==> src/rtl/dkong_upload_ctrl_if.sv <==
// HPS ioctl upload port plus the CPU RAM read port, shared by the upload controller
// (slave) and the HPS/RAM side (master).
interface dkong_upload_ctrl_if #(
   parameter int unsigned ADDR_W = 11
);
   localparam int unsigned IOCTL_AW = 25;
   localparam int unsigned DATA_W   = 8;

   logic                  ioctl_upload;
   logic                  ioctl_rd;
   logic [IOCTL_AW-1:0]   ioctl_addr;
   logic [DATA_W-1:0]     ioctl_din;
   logic                  ioctl_wait;
   logic [ADDR_W-1:0]     ram_addr;
   logic                  ram_rd;
   logic                  ram_busy;
   logic [DATA_W-1:0]     ram_q;
   logic                  pause_cpu;
   logic                  upload_active;

   modport master (
      output ioctl_upload, ioctl_rd, ioctl_addr, ram_busy, ram_q,
      input  ioctl_din, ioctl_wait, ram_addr, ram_rd, pause_cpu, upload_active
   );

   modport slave (
      input  ioctl_upload, ioctl_rd, ioctl_addr, ram_busy, ram_q,
      output ioctl_din, ioctl_wait, ram_addr, ram_rd, pause_cpu, upload_active
   );
endinterface

==> src/rtl/dkong_upload_ctrl.sv <==
// Serves HPS upload reads of the CPU RAM while holding the CPU paused.
// Optional UPLOAD_CHECKSUM_EN exposes a 16-bit byte checksum at addresses SIZE and SIZE+1.
module dkong_upload_ctrl #(
   parameter int unsigned SIZE         = 2048,
   parameter int unsigned ADDR_W       = 11,
   parameter int unsigned RAM_LAT      = 1,
   parameter int unsigned PAUSE_CYCLES = 16
) (
   input  logic                 clk_sys,
   input  logic                 reset,
   dkong_upload_ctrl_if.slave   bus
);
   localparam int unsigned IOCTL_AW = 25;
   localparam int unsigned DATA_W   = 8;
   localparam int unsigned CNT_W    = (PAUSE_CYCLES > 1) ? $clog2(PAUSE_CYCLES) : 1;
   localparam int unsigned LAT_W    = (RAM_LAT > 1) ? $clog2(RAM_LAT) : 1;

   typedef enum logic [2:0] {IDLE, PAUSE, READY, FETCH, LATW, DONE} state_t;

   state_t              state, state_nxt;
   logic [CNT_W-1:0]    cnt, cnt_nxt;
   logic [LAT_W-1:0]    lat, lat_nxt;
   logic                pend, pend_nxt;
   logic [IOCTL_AW-1:0] pend_addr, pend_addr_nxt;
   logic [IOCTL_AW-1:0] addr_q, addr_nxt;
   logic [DATA_W-1:0]   din_q, din_nxt;
   logic                wait_q, wait_nxt;
   logic                ram_rd_q, ram_rd_nxt;
   logic                run_q, run_nxt;
   logic                upload_q;
   logic                start, abort, sample;
   logic [DATA_W-1:0]   oor_data;

   assign start  = (state == IDLE) && bus.ioctl_upload && !upload_q;
   assign abort  = (state != IDLE) && !bus.ioctl_upload;
   assign sample = (state == LATW) && (lat == '0) && !abort;

`ifdef UPLOAD_CHECKSUM_EN
   localparam int unsigned CKS_W = 16;
   logic [CKS_W-1:0] cks;

   // Running sum of every in-range byte served in the current session
   always_ff @(posedge clk_sys) begin
      if (reset)       cks <= '0;
      else if (start)  cks <= '0;
      else if (sample) cks <= cks + CKS_W'(bus.ram_q);
   end

   assign oor_data = (addr_q == IOCTL_AW'(SIZE))     ? cks[7:0]  :
                     (addr_q == IOCTL_AW'(SIZE + 1)) ? cks[15:8] : '0;
`else
   assign oor_data = '0;
`endif

   always_ff @(posedge clk_sys) begin
      if (reset) begin
         state     <= IDLE;
         cnt       <= '0;
         lat       <= '0;
         pend      <= 1'b0;
         pend_addr <= '0;
         addr_q    <= '0;
         din_q     <= '0;
         wait_q    <= 1'b0;
         ram_rd_q  <= 1'b0;
         run_q     <= 1'b0;
         // a level already high during reset must not look like a new session
         upload_q  <= bus.ioctl_upload;
      end else begin
         state     <= state_nxt;
         cnt       <= cnt_nxt;
         lat       <= lat_nxt;
         pend      <= pend_nxt;
         pend_addr <= pend_addr_nxt;
         addr_q    <= addr_nxt;
         din_q     <= din_nxt;
         wait_q    <= wait_nxt;
         ram_rd_q  <= ram_rd_nxt;
         run_q     <= run_nxt;
         upload_q  <= bus.ioctl_upload;
      end
   end

   always_comb begin
      state_nxt     = state;
      cnt_nxt       = cnt;
      lat_nxt       = lat;
      pend_nxt      = pend;
      pend_addr_nxt = pend_addr;
      addr_nxt      = addr_q;
      din_nxt       = din_q;
      wait_nxt      = wait_q;
      if (abort) begin
         state_nxt = IDLE;
         pend_nxt  = 1'b0;
         wait_nxt  = 1'b0;
      end else begin
         case (state)
            IDLE: if (start) begin
               state_nxt = PAUSE;
               cnt_nxt   = CNT_W'(PAUSE_CYCLES - 1);
               pend_nxt  = 1'b0;
               wait_nxt  = 1'b1;
            end
            PAUSE: begin
               if (bus.ioctl_rd && !pend) begin
                  pend_nxt      = 1'b1;
                  pend_addr_nxt = bus.ioctl_addr;
               end
               if (cnt == '0) begin
                  state_nxt = READY;
                  wait_nxt  = pend_nxt;
               end else begin
                  cnt_nxt = cnt - CNT_W'(1);
               end
            end
            READY: if (pend) begin
               state_nxt = FETCH;
               addr_nxt  = pend_addr;
               pend_nxt  = 1'b0;
               wait_nxt  = 1'b1;
            end else if (bus.ioctl_rd) begin
               state_nxt = FETCH;
               addr_nxt  = bus.ioctl_addr;
               wait_nxt  = 1'b1;
            end
            FETCH: if (addr_q >= IOCTL_AW'(SIZE)) begin
               state_nxt = DONE;
               din_nxt   = oor_data;
               wait_nxt  = 1'b0;
            end else if (!bus.ram_busy) begin
               state_nxt = LATW;
               lat_nxt   = LAT_W'(RAM_LAT - 1);
            end
            LATW: if (lat == '0) begin
               state_nxt = DONE;
               din_nxt   = bus.ram_q;
               wait_nxt  = 1'b0;
            end else begin
               lat_nxt = lat - LAT_W'(1);
            end
            DONE:    state_nxt = READY;
            default: state_nxt = IDLE;
         endcase
      end
      ram_rd_nxt = (state_nxt == FETCH) && (addr_nxt < IOCTL_AW'(SIZE));
      run_nxt    = (state_nxt != IDLE);
   end

   assign bus.ioctl_din     = din_q;
   assign bus.ioctl_wait    = wait_q;
   assign bus.ram_addr      = addr_q[ADDR_W-1:0];
   assign bus.ram_rd        = ram_rd_q;
   assign bus.pause_cpu     = run_q;
   assign bus.upload_active = run_q;
endmodule

==> src/flat_wrapper.sv <==
// flat-port wrapper written by rule: the top's interface ports become plain ports
module dkong_upload_ctrl_flat 
#(
   parameter int unsigned SIZE         = 2048,
   parameter int unsigned ADDR_W       = 11,
   parameter int unsigned RAM_LAT      = 1,
   parameter int unsigned PAUSE_CYCLES = 16
)
  (clk_sys, reset, bus_ioctl_upload, bus_ioctl_rd, bus_ioctl_addr, bus_ram_busy, bus_ram_q, bus_ioctl_din, bus_ioctl_wait, bus_ram_addr, bus_ram_rd, bus_pause_cpu, bus_upload_active);
  dkong_upload_ctrl_if #(.ADDR_W(ADDR_W)) bus_i ();
  input  logic clk_sys;
  input  logic reset;
  input wire logic [$bits(bus_i.ioctl_upload)-1:0] bus_ioctl_upload;
  input wire logic [$bits(bus_i.ioctl_rd)-1:0] bus_ioctl_rd;
  input wire logic [$bits(bus_i.ioctl_addr)-1:0] bus_ioctl_addr;
  input wire logic [$bits(bus_i.ram_busy)-1:0] bus_ram_busy;
  input wire logic [$bits(bus_i.ram_q)-1:0] bus_ram_q;
  output wire logic [$bits(bus_i.ioctl_din)-1:0] bus_ioctl_din;
  output wire logic [$bits(bus_i.ioctl_wait)-1:0] bus_ioctl_wait;
  output wire logic [$bits(bus_i.ram_addr)-1:0] bus_ram_addr;
  output wire logic [$bits(bus_i.ram_rd)-1:0] bus_ram_rd;
  output wire logic [$bits(bus_i.pause_cpu)-1:0] bus_pause_cpu;
  output wire logic [$bits(bus_i.upload_active)-1:0] bus_upload_active;
  assign bus_i.ioctl_upload = bus_ioctl_upload;
  assign bus_i.ioctl_rd = bus_ioctl_rd;
  assign bus_i.ioctl_addr = bus_ioctl_addr;
  assign bus_i.ram_busy = bus_ram_busy;
  assign bus_i.ram_q = bus_ram_q;
  assign bus_ioctl_din = bus_i.ioctl_din;
  assign bus_ioctl_wait = bus_i.ioctl_wait;
  assign bus_ram_addr = bus_i.ram_addr;
  assign bus_ram_rd = bus_i.ram_rd;
  assign bus_pause_cpu = bus_i.pause_cpu;
  assign bus_upload_active = bus_i.upload_active;
  dkong_upload_ctrl #(.SIZE(SIZE), .ADDR_W(ADDR_W), .RAM_LAT(RAM_LAT), .PAUSE_CYCLES(PAUSE_CYCLES)) u_core (.clk_sys(clk_sys), .reset(reset), .bus(bus_i));
endmodule
==> config.mk <==
export PLATFORM = sky130hd
export DESIGN_NAME = dkong_upload_ctrl_flat
export DESIGN_NICKNAME = d
export VERILOG_FILES = /design/src/rtl/dkong_upload_ctrl_if.sv /design/src/rtl/dkong_upload_ctrl.sv /design/src/flat_wrapper.sv
export SDC_FILE = /design/constraint.sdc
export NUM_CORES = 1
export LEC_CHECK = 0
export BUFFER_PORTS_ARGS = -buffer_cell sky130_fd_sc_hd__buf_2
export CAP_MARGIN = 20
export CORE_ASPECT_RATIO = 0.8
export CORE_MARGIN = 2
export CORE_UTILIZATION = 55
export CTS_BUF_LIST = sky130_fd_sc_hd__clkbuf_4 sky130_fd_sc_hd__clkbuf_8
export DETAILED_ROUTE_END_ITERATION = 16
export GPL_ROUTABILITY_DRIVEN = 0
export PLACE_DENSITY = 0.9
export SLEW_MARGIN = 10
export SYNTH_ARGS = -nofsm -noshare
export SYNTH_HDL_FRONTEND = slang
export SYNTH_SLANG_ARGS = --single-unit
==> constraint.sdc <==
create_clock -name clk_sys -period 4.1 [get_ports clk_sys]
set_input_delay 0.82 -clock clk_sys [delete_from_list [all_inputs] [get_ports clk_sys]]
set_output_delay 0.82 -clock clk_sys [all_outputs]
set_load 0.02 [all_outputs]
Yosys cells after proc, flatten, opt, wreduce, memory -nomap -nowiden
Index checks and enable logic that the tools add are counted.
{ "totals": {"ff_bits": 71, "in_bits": 38, "out_inout_bits": 23, "elab_cells": 86} }
{ "classes": {"n_addsub": 2, "n_lt_le_gt_ge": 2, "eq_ne": 14, "muxes": 33, "bitwise_logic": 1, "n_reduce_logical": 23} }
{ "op_table": {"columns": ["op", "count"], "rows": [
  ["25-bit 2-to-1 mux", 4],
  ["25-bit by 12-bit >= comparator with 1-bit output (second input constant)", 1],
  ["25-bit by 12-bit less-than comparator with 1-bit output (second input constant)", 1],
  ["3-bit 2-to-1 mux", 8],
  ["3-bit case mux with 6 select lines", 1],
  ["8-bit 2-to-1 mux", 2],
  ["8-bit case mux with 2 select lines", 1],
  ["4-bit AND reduction", 3],
  ["1-bit 2-to-1 mux", 11],
  ["3-bit by 2-bit equality test with 1-bit output (second input constant)", 3],
  ["3-bit nonzero test", 3],
  ["4-bit 2-to-1 mux", 2],
  ["2-bit != test (second input constant)", 4],
  ["4-bit case mux with 2 select lines", 1],
  ["3-bit equality test (second input constant)", 2],
  ["2-bit by 1-bit != test with 1-bit output (second input constant)", 3],
  ["6-bit AND reduction", 1],
  ["1-bit logical AND", 5],
  ["1-bit case mux with 5 select lines", 1],
  ["5-bit nonzero test", 1],
  ["4-bit logical NOT", 1],
  ["2-bit nonzero test", 2],
  ["4-bit by 1-bit subtractor with 4-bit output (second input constant)", 1],
  ["3-bit by 1-bit equality test with 1-bit output (second input constant)", 1],
  ["other kinds (10)", 12]
]} }

Depth between registers and ports, before layout
Gate-level depths: netlist (run 1).
{ "depth": {"depth_word": 8, "ltp_mapped": 8, "mapped_depth_nobuf": 7} }

Worst setup path before layout (run 1)
OpenSTA, ideal clock, no wires.
{ "synth_path": {"path_type": "input to register", "start": "in bus_ioctl_rd", "end": "reg u_core.ram_rd_q (netlist: u_core.bus.ram_rd)", "setup_time_ns": 0.088, "t_arrival_ns": 1.936, "t_required_ns": 4.012, "slack_ns": 2.077, "stages": 6, "n_path_buf": 2, "cell_sequence": "buf_2 -> buf_1 -> a31oi_1 -> o221ai_1 -> nand4_1 -> nor4_2"} }
{ "synth_between": {"elab_chain_len": 6, "elab_cells_between_ends": 11, "classes_between": "order compare: 1; eq/ne: 1; mux: 8; reduce/logical: 1"} }
{ "synth_lines": {"columns": ["element", "line_no", "source"], "rows": [
  ["start, declared", "flat_wrapper.sv:14", "input wire logic [$bits(bus_i.ioctl_rd)-1:0] bus_ioctl_rd;"],
  ["25-bit 2-to-1 mux or 3-bit 2-to-1 mux (tied branches)", "dkong_upload_ctrl.sv:122", "end else if (bus.ioctl_rd) begin"],
  ["25-bit 2-to-1 mux or 3-bit 2-to-1 mux (tied branches)", "dkong_upload_ctrl.sv:117", "READY: if (pend) begin"],
  ["25-bit 2-to-1 mux or 3-bit case mux with 6 select lines (tied branches)", "dkong_upload_ctrl.sv:98", "case (state)"],
  ["25-bit 2-to-1 mux or 3-bit 2-to-1 mux (tied branches)", "dkong_upload_ctrl.sv:93", "if (abort) begin"],
  ["25-bit by 12-bit less-than comparator with 1-bit output or 3-bit by 2-bit equality test with 1-bit output (tied branches)", "dkong_upload_ctrl.sv:146", "ram_rd_nxt = (state_nxt == FETCH) && (addr_nxt < IOCTL_AW'(SIZE));"],
  ["1-bit logical AND *", "dkong_upload_ctrl.sv:146", null],
  ["end signal, assigned", "dkong_upload_ctrl.sv:78", "ram_rd_q <= ram_rd_nxt;"],
  ["end, declared", "dkong_upload_ctrl.sv:28", "logic ram_rd_q, ram_rd_nxt;"]
]} }
Every way passes the cells marked *; elsewhere a longest branch is shown, timed or not.
A chain may end at the register's enable or synchronous reset.

Worst setup path after layout (run 1)
{ "layout_path": {"start": "in bus_ioctl_rd", "end": "reg u_core.pend_addr[18]"} }
{ "layout_between": {"elab_chain_len": 2} }
{ "layout_lines": {"columns": ["element", "line_no", "source"], "rows": [
  ["1-bit logical AND", "dkong_upload_ctrl.sv:106", "if (bus.ioctl_rd && !pend) begin"],
  ["3-bit AND reduction (no source line)", null, null],
  ["end signal, assigned", "dkong_upload_ctrl.sv:74", "pend_addr <= pend_addr_nxt;"],
  ["end, declared", "dkong_upload_ctrl.sv:24", "logic [IOCTL_AW-1:0] pend_addr, pend_addr_nxt;"]
]} }
No other way between the ends.

==> impl_results.md, run 1 <==
* Die height at 75.1 um
* Leakage power at 0.00162 uW
* Drc violations at 0
* Share of cells above drive strength 1 at 17.6%
* CTS sink count at 70
* Most frequent cell after synthesis: nor2_1
* Main synth FF type: dfxtp_1
* Post-synth EDFFs at 0
* Drt first-iter violations at 402
* Max-Cap Viols at 0
* Largest stage delay, worst path at 0.75 ns
* Cell family with most CP delay: simple AND/OR/NAND/NOR gates
* Worst rel slew slack at 33.7%
* Worst vdd rail ir drop at 0.242 mV
* Maximum root-to-sink buffer count at 2
* RR Startpoint: u_core.state[1]$_SDFF_PP0_
* Crit. Startpoint: bus_ioctl_rd
* DP Worst Slack at 1.15 ns
* Core Region at 6010 um^2
* Critical Path AT at 2.81 ns
* Worst setup margin at 1.50 ns
* Clk slew on worst S/H paths at 0.07 ns
* Reg2reg path depth at 6
* Initial antenna violation count at 0
* WL/cell at 14.5 um
* Syn Inst Count at 467
* CTS tree: built
* Critical path depth at 5
* Hold Fails Final Rpt at 0
* Gates resized, CTS repair at 0
* Commonest cells post-synth: nor2_1 (88), nand2_1 (77), dfxtp_1 (70)
* Crit-path max FO at 55
* Syn_nets at 506
* Syn Area/Cell at 7.44 um^2
* Final setup vio count at 0
* I/O Buffers at 60
* Worst slew pin tran at 0.994 ns
* Slew Limit Fails at 0
* Post-CTS Setup Inserts at 0
* Max Freq at 0.384 GHz
* CP Cell Sequence: buf_2, nand2_1, or3_1, nand2_1, a21oi_1
* Root Buffer: clkbuf_8
* Post-synthesis cell type count at 45
* Die X-Extent at 92.9 um
* CTS Buf Count at 9
* H-tree levels at 3
* Global Route Usage Sum at 25.7%
* Nets at 534
* Routed Antenna Nets at 0
* Seq cells post-synth at 70
* Post-synthesis sequential area ratio at 40.3%
* Kind of critical path: in -> reg
* Async S/R FF share, synth at 0%
* RSZ-0062 raised after global routing: false
* Largest net degree at the start of global routing at 56
* Hpwl dp at 5.66 mm
* Critical path endpoint: u_core.pend_addr[18]$_SDFFE_PP0P_
* CP endpoint kind: flop
* Vias/cell at 5.87
* Area share of the largest cell type after synthesis at 40.3%
* YS warnings at 0
* Status: completed
* HP Class: reg -> reg
* Pwr/cell area at 372 nW/um^2
* WP data required at 4.31 ns
* Num rows at 25
* Drt pass-1 iters at 5
* Ranking of synthesized cells by area: dfxtp_1 (40%), nor2_1 (9.5%), nand2_1 (8.3%)
* Ant diodes at 0
* R2R Path End: u_core.bus.ram_rd$_SDFF_PP0_
* Grt total ovfl at 0
* Worst-Skew Late Latency at 0.36 ns
* Final wirelength at 8.42 mm
* Startpoint Class: input port
* Hold-fix buffers, CTS at 0
* Cell taking the most area after synthesis: dfxtp_1
* Fin Clk Skew at 0.00887 ns
* Via count at 3411
* Cell Area, Synth at 3470 um^2
* Final Critical Period at 2.60 ns
* Register-to-register setup slack at 1.57 ns
* Starting Density at 57.9%
* I/O pins at 61
* Final setup TNS at 0 ns
* P&R area growth vs syn at 10.7%
* Final worst-path cycle share at 63.5%
* Die ar. at 6970 um^2
* Vias in the first global route at 3153
* First-pass GRT wire length at 14.2 mm
* Most frequent cell on the critical path: nand2_1
* Critical-path top delay cell: or3_1
* WP buf/inv at 1
-- cells by family (layout without fill, tap and decap cells) --
logic type | count (synthesis) | count (layout) | share of synthesized area (%)
xor+xnor | 2 | 2 | 0.504
fa+ha+maj | 1 | 1 | 0.360
simple gates | 219 | 219 | 28.8
buf+inv | 63 | 96 | 9.36
flops | 70 | 70 | 40.3
compound gates | 112 | 112 | 20.6
-- per-layer routing --
metal	vias to the layer above	track usage [%]	part of all wire, %
met1	1591	32.6	43
met3	20	8.11	8.1
met2	147	42.4	47
met5	-	0	0
met4	0	8.66	1.8
li1	1653	-	-
-- metrics by stage --
step | cells | power, uW | util, % | hold slack, ns | cell area (um^2)
finish | 581 | 1430 | 64.0 | 0.457 | 3840
global route | 581 | 1480 | 64.0 | 0.481 | 3840
CTS | 581 | 1430 | 64.0 | 0.461 | 3840
detailed placement | 565 | 871 | 60.6 | 0.450 | 3640
global placement | 565 | 863 | 60.6 | 0.443 | 3640
floorplan | 467 | 826 | - | 0.436 | 3470
-- worst min path at each step --
stage                                            startpoint                                end  slack (ns)  cells past startpoint
after detailed placement   u_core.pend_addr[2]$_SDFFE_PP0P_   u_core.pend_addr[2]$_SDFFE_PP0P_        0.45                      2
final                      u_core.pend_addr[2]$_SDFFE_PP0P_   u_core.pend_addr[2]$_SDFFE_PP0P_        0.46                      2
after floorplan           u_core.pend_addr[11]$_SDFFE_PP0P_  u_core.pend_addr[11]$_SDFFE_PP0P_        0.44                      2
after global routing       u_core.pend_addr[2]$_SDFFE_PP0P_   u_core.pend_addr[2]$_SDFFE_PP0P_        0.48                      2
after global placement     u_core.pend_addr[2]$_SDFFE_PP0P_   u_core.pend_addr[2]$_SDFFE_PP0P_        0.44                      2
after CTS                  u_core.pend_addr[2]$_SDFFE_PP0P_   u_core.pend_addr[2]$_SDFFE_PP0P_        0.46                      2
-- area by class of cell --
cell class              instances  area (um^2)
inverters                      16         60.1
repair buffers                 64          330
multi-input cells             334         1750
well taps                      81          101
clock buffers                  11          145
fillers                       545         2160
flip-flops and latches         70         1400
clock inverters                 5         58.8
-- tightest hold or removal path: cells and delay by family (launching register included) --
kind | cells | cell delay [ns]
AO/OA/AOI/OAI | 1 | 0.05
flip-flops | 1 | 0.31
AND/OR/NAND/NOR | 1 | 0.05
-- cells in the final DEF (no fill, tap or decap), drive strengths merged, types with 3 or more instances in the layout --
cell,n
nand2,78
clkbuf,11
nor2b,3
a31oi,10
nand2b,11
inv,16
o21ai,12
dfxtp,70
nor2,88
nand4,4
buf,64
a21oi,53
nor4,9
nor3,10
o221ai,22
o21bai,3
a2111oi,3
-- where the power goes --
| group | internal [uW] | switching (uW) | total (uW) | leakage, uW |
|---|---|---|---|---|
| clock | 304 | 268 | 572 | 0.0000990 |
| combinational | 55.0 | 89.0 | 144 | 0.000955 |
| sequential | 695 | 18.8 | 714 | 0.000566 |
| total | 1050 | 376 | 1430 | 0.00162 |
-- registers in the layout (all words and copies together) (netlist names) --
name / flops
u_core.bus.ram_rd: 1
u_core.upload_q: 1
u_core.pend_addr: 25
u_core.addr_q: 25
u_core.cnt: 4
u_core.state: 3
u_core.pend: 1
u_core.bus.ioctl_din: 8
u_core.bus.pause_cpu: 1
u_core.bus.ioctl_wait: 1
Note: power is estimated with default switching activity, not from simulation.
==> run 2, diff against run 1 <==
==> constraint.sdc (replaced) <==
create_clock -name clk_sys -period 2.5 [get_ports clk_sys]
set_input_delay 0.5 -clock clk_sys [delete_from_list [all_inputs] [get_ports clk_sys]]
set_output_delay 0.5 -clock clk_sys [all_outputs]
set_load 0.02 [all_outputs]
==> impl_results.md, run 2 (synthesis results as in run 1) <==
* Vias/cell at 5.89 (+0.41%)
* Register-to-register setup slack at 0.28 ns (-1.29 ns)
* CP endpoint kind: flop
* Sequential cell area at 1400 um^2 (unchanged)
* Drt pass-1 iters at 6 (+1)
* WP data required at 2.76 ns (-1.55 ns)
* Multi-input combinational cell area at 1750 um^2 (unchanged)
* Commonest non-fill, non-tap cells in the layout: nor2_1 (88), nand2_1 (77), dfxtp_1 (70), buf_2 (60), a21oi_1 (53)
* Starting Density at 57.9% (unchanged)
* I/O Buffers at 60 (unchanged)
* Final hold slack at 0.358 ns (-0.0991 ns)
* Critical-path top delay cell: dfxtp_1
* Status: completed
* Crit-path max FO at 17 (-69%)
* Final setup vio count at 0 (unchanged)
* Drt first-iter violations at 515 (+28%)
* H-tree levels at 3 (unchanged)
* Worst-Skew Late Latency at 0.35 ns (about the same)
* Reg2reg path depth at 5 (-1)
* Final Critical Period at 2.22 ns
* CTS Buf Count at 9 (unchanged)
* Max Freq at 0.451 GHz
* P&R area growth vs syn at 12.4%
* Maximum root-to-sink buffer count at 2 (unchanged)
* Leakage power at 0.00166 uW (+2.4%)
* GR Util met1 at 33.0% (+0.41 points)
* First-pass GRT wire length at 14.3 mm (+0.39%)
* Final wirelength at 8.73 mm (+3.6%)
* Final worst-path cycle share at 88.7%
* Worst vdd rail ir drop at 0.368 mV (+52%)
* Core Region at 6010 um^2 (unchanged)
* Global Route Usage Sum at 25.8% (+0.11 points)
* Most common cell after layout, fill and taps aside: nor2_1
* Slew Limit Fails at 0 (unchanged)
* Largest stage delay, worst path at 0.65 ns (-0.10 ns)
* Post-CTS Setup Inserts at 0 (unchanged)
* Final setup TNS at 0 ns (unchanged)
* Startpoint Class: flop
* Routed Antenna Nets at 0 (unchanged)
* Hold Crit Start: bus_ioctl_upload
* Critical Path AT at 2.48 ns (-0.33 ns)
* Hold Fails Final Rpt at 0 (unchanged)
* CTS tree: built
* GRT met2 Usage at 41.0% (-1.4 points)
* Pwr/cell area at 587 nW/um^2 (+58%)
* WL/cell at 14.8 um (+2.2%)
* Hpwl dp at 5.85 mm (+3.4%)
* CTS sink count at 70 (unchanged)
* # fillers at 527 (-3.3%)
* Grt total ovfl at 0 (unchanged)
* WP buf/inv at 0 (-1)
* Via count at 3472 (+1.8%)
* Nets at 542 (+1.5%)
* Pwr Total at 2290 uW (+60%)
* R2R Path End: u_core.bus.ram_rd$_SDFF_PP0_
* Initial antenna violation count at 0 (unchanged)
* RR Startpoint: u_core.state[1]$_SDFF_PP0_
* HP Class: in -> reg
* Share of cells above drive strength 1 at 19.1% (+1.5 points)
* Worst setup margin at 0.284 ns (-1.21 ns)
* Die X-Extent at 92.9 um (unchanged)
* CP Cell Sequence: and4bb_2, nand2_2, o221ai_1, nand4_1, nor4_2
* Die ar. at 6970 um^2 (unchanged)
* Max-Cap Viols at 0 (unchanged)
* Fin Clk Skew at 0.00888 ns (+0.0000122 ns)
* RSZ-0062 raised after global routing: false
* Worst slew pin tran at 0.687 ns (-0.306 ns)
* Met3 Use GR at 7.41% (-0.70 points)
* Gr busiest metal: met2
* Hold-fix buffers, CTS at 0 (unchanged)
* Ant diodes at 0 (unchanged)
* Cell family with most CP delay: simple AND/OR/NAND/NOR gates
* Num rows at 25 (unchanged)
* WHS Endpoint: u_core.upload_q$_DFF_P_
* Root Buffer: clkbuf_8
* Kind of critical path: reg -> reg
* Clk slew on worst S/H paths at 0.07 ns (about the same)
* DP Worst Slack at 0.246 ns (-0.909 ns)
* Vias in the first global route at 3254 (+3.2%)
* Die height at 75.1 um (unchanged)
* Worst rel slew slack at 53.0% (+19 points)
* I/O pins at 61 (unchanged)
* Largest net degree at the start of global routing at 65 (+16%)
* Drc violations at 0 (unchanged)
* Min-Delay Path Depth at 1 (-1)
==> run 2: worst max-delay path by stage <==
| stage | endpoint | start | slack, ns | cells after the start |
|---|---|---|---|---|
| 2_1_floorplan | u_core.cnt[3]$_SDFFE_PP0P_ | u_core.cnt[0]$_SDFFE_PP0P_ | 0.77 | 7 |
| 3_3_place_gp | u_core.bus.ram_rd$_SDFF_PP0_ | bus_ioctl_upload | 0.32 | 6 |
| 3_5_place_dp | u_core.bus.ram_rd$_SDFF_PP0_ | u_core.state[1]$_SDFF_PP0_ | 0.25 | 5 |
| 4_1_cts | u_core.bus.ram_rd$_SDFF_PP0_ | u_core.state[1]$_SDFF_PP0_ | 0.24 | 5 |
| 5_1_grt | u_core.bus.pause_cpu$_SDFF_PP0_ | u_core.cnt[0]$_SDFFE_PP0P_ | 0.04 | 7 |
| 6_report | u_core.bus.ram_rd$_SDFF_PP0_ | u_core.state[1]$_SDFF_PP0_ | 0.28 | 5 |
==> run 2: per-layer routing <==
metal	vias to the layer above	share of wire [%]
met3	27	8.0
met5	-	0
met2	168	46
met4	0	2.1
met1	1609	44
li1	1668	-
==> run 2: final cells by class <==
type	count	area share, %
Multi-Input combinational cell	334	44.8
Sequential cell	70	35.9
Timing Repair Buffer	72	10.3
Clock buffer	13	4.42
Tap cell	81	2.60
Inverter	16	1.54
Clock inverter	3	0.449
==> run 2: where the power goes <==
part	internal (uW)	switching (uW)	leakage (uW)	total (uW)
combinational	95.5	154	0.000994	250
sequential	1140	27.5	0.000566	1170
clock	449	423	0.0000988	872
total	1690	605	0.00166	2290
==> run 2: metrics by stage <==
stage	instances	area, um^2	util (%)
global placement	573	3710	61.8
global route	589	3900	65.0
detailed placement	573	3710	61.8
floorplan	467	3470	-
finish	589	3900	65.0
CTS	589	3900	65.0
==> run 2: repair_timing <==
| action | in CTS | in global routing |
|---|---|---|
| resized for setup | 0 | 1 |
| setup endpoints to repair | 0 | 1 |
| hold endpoints to repair | 0 | 0 |
==> run 3, diff against run 2 <==
--- a/config.mk
+++ b/config.mk
@@ -7,13 +7,15 @@
 export LEC_CHECK = 0
 export BUFFER_PORTS_ARGS = -buffer_cell sky130_fd_sc_hd__buf_2
 export CAP_MARGIN = 20
+export CELL_PAD_IN_SITES_DETAIL_PLACEMENT = 0
+export CELL_PAD_IN_SITES_GLOBAL_PLACEMENT = 1
 export CORE_ASPECT_RATIO = 0.8
 export CORE_MARGIN = 2
-export CORE_UTILIZATION = 55
+export CORE_UTILIZATION = 42
 export CTS_BUF_LIST = sky130_fd_sc_hd__clkbuf_4 sky130_fd_sc_hd__clkbuf_8
 export DETAILED_ROUTE_END_ITERATION = 16
 export GPL_ROUTABILITY_DRIVEN = 0
-export PLACE_DENSITY = 0.9
+export PLACE_DENSITY = 0.93
 export SLEW_MARGIN = 10
 export SYNTH_ARGS = -nofsm -noshare
 export SYNTH_HDL_FRONTEND = slang
==> impl_results.md, run 3 (synthesis results as in run 1) <==
* Die height at 85.4 um (+14%)
* Core Region at 7980 um^2 (+33%)
* Final worst-path cycle share at 92.9% (+4.3 points)
* H-tree levels at 3 (unchanged)
* Worst rel slew slack at 50.4% (-2.6 points)
* Final setup vio count at 0 (unchanged)
* Starting Density at 43.5% (-14 points)
* Die ar. at 9020 um^2 (+29%)
* Pwr/cell area at 584 nW/um^2 (-0.39%)
* P&R area growth vs syn at 13.5%
* Fin area at 3940 um^2 (+1.0%)
* Critical Path AT at 2.50 ns (+0.02 ns)
* Vias in the first global route at 3094 (-4.9%)
* Final Critical Period at 2.32 ns (+0.107 ns)
* Final wirelength at 8.84 mm (+1.4%)
* # fillers at 821 (+56%)
* DP Worst Slack at 0.249 ns (+0.00299 ns)
* Leakage power at 0.00167 uW (+0.86%)
* Clk slew on worst S/H paths at 0.07 ns (about the same)
* Post-CTS Setup Inserts at 0 (unchanged)
* Drt pass-1 iters at 5 (-1)
* Status: completed
* Worst vdd rail ir drop at 0.337 mV (-8.4%)
* Largest net degree at the start of global routing at 53 (-18%)
* CTS sink count at 70 (unchanged)
* First-pass GRT wire length at 15.1 mm (+5.9%)
* Initial antenna violation count at 0 (unchanged)
* Hpwl dp at 5.85 mm (about the same)
* Maximum root-to-sink buffer count at 2 (unchanged)
* Commonest non-fill, non-tap cells in the layout: nor2_1 (88), nand2_1 (77), dfxtp_1 (70), buf_2 (60), a21oi_1 (53)
* WP data required at 2.68 ns (-0.08 ns)
* WL/cell at 14.4 um (-3.1%)
* Nets at 544 (+0.37%)
* I/O pins at 61 (unchanged)
* Grt total ovfl at 0 (unchanged)
* Most common cell after layout, fill and taps aside: nor2_1
* Final hold slack at 0.365 ns (+0.00695 ns)
* Worst slew pin tran at 0.725 ns (+0.0378 ns)
* Startpoint Class: flop
* HP Class: in -> reg
* CTS tree: built
* Max-Cap Viols at 0 (unchanged)
* Hold Fails Final Rpt at 0 (unchanged)
* I/O Buffers at 60 (unchanged)
* Max Freq at 0.430 GHz (-4.6%)
* Worst-Skew Late Latency at 0.35 ns (about the same)
* Slew Limit Fails at 0 (unchanged)
* Multi-input combinational cell area at 1750 um^2 (unchanged)
* Share of cells above drive strength 1 at 18.9% (-0.20 points)
* Via count at 3321 (-4.3%)
* Num rows at 29 (+16%)
* Routed Antenna Nets at 0 (unchanged)
* Drc violations at 0 (unchanged)
* CTS Buf Count at 9 (unchanged)
* Kind of critical path: reg -> reg
* Final setup TNS at 0 ns (unchanged)
* RSZ-0062 raised after global routing: false
* Worst setup margin at 0.177 ns (-0.107 ns)
* Drt first-iter violations at 280 (-46%)
* Layout Utilization at 49.4% (-16 points)
* Fin Clk Skew at 0.00955 ns (+0.000672 ns)
* Crit-path max FO at 4 (-13)
* Ant diodes at 0 (unchanged)
* Post-DP Area at 3760 um^2 (+1.3%)
* Hold-fix buffers, CTS at 0 (unchanged)
* Root Buffer: clkbuf_8
* Die X-Extent at 106 um (+14%)
* CP endpoint kind: flop
* Global Route Usage Sum at 20.7% (-5.1 points)
* Gates resized, CTS repair at 0 (unchanged)
* Sequential cell area at 1400 um^2 (unchanged)
* Vias/cell at 5.39 (-8.5%)
==> run 3: changes by cell type in the layout (fill, tap and decap cells not counted), sizes merged <==
cell      before  now
clkbuf        13   12
clkinv         2    1
bufinv         0    1
clkinvlp       1    0
buf           72   74
==> run 3: stage by stage <==
stage / instances / power [uW]
final: 616 / 2300
after global routing: 616 / 2400
after CTS: 616 / 2320
after detailed placement: 602 / 1440
after global placement: 602 / 1430
after floorplan: 467 / 1350
==> run 3: layout make-up <==
class,count,area share [%]
multi-input combinational,334,44.3
sequential,70,35.5
timing repair buffer,74,10.6
clock buffer,12,3.71
tap,108,3.43
inverter,16,1.52
clock inverter,2,0.888
==> run 3: routing by layer <==
layer  share of wire [%]  routed length [um]  track usage (%)  vias up
li1                    -                   -                -     1667
met1                  47                4140             28.5     1522
met2                  44                3920             31.9      121
met3                 7.5                 659             5.45       11
met4                 1.5                 133             6.22        0
met5                   0                   0                0        -
==> run 3: critical path, stage by stage (launching register included) <==
cell       delay (ns)
dfxtp_1          0.34
inv_1            0.06
ha_1             0.16
nor3b_1          0.55
o21bai_1         0.11
a2111oi_0        0.58
a211o_1          0.21
o311ai_1         0.16
==> run 3: final timing paths <==
path,cells after the start,slack [ns],end,startpoint
hold / removal,1,0.36,u_core.upload_q$_DFF_P_,bus_ioctl_upload
hold reg to reg,2,0.46,u_core.pend_addr[8]$_SDFFE_PP0P_,u_core.pend_addr[8]$_SDFFE_PP0P_
setup / recovery,7,0.18,u_core.bus.pause_cpu$_SDFF_PP0_,u_core.cnt[0]$_SDFFE_PP0P_
setup reg to reg,7,0.18,u_core.bus.pause_cpu$_SDFF_PP0_,u_core.cnt[0]$_SDFFE_PP0P_
==> run 3: power by group <==
group	internal (uW)	leakage (uW)	switching (uW)
Sequential	1140	0.000566	22.5
Clock	482	0.0000966	403
Combinational	97.3	0.00101	158
Total	1720	0.00167	584
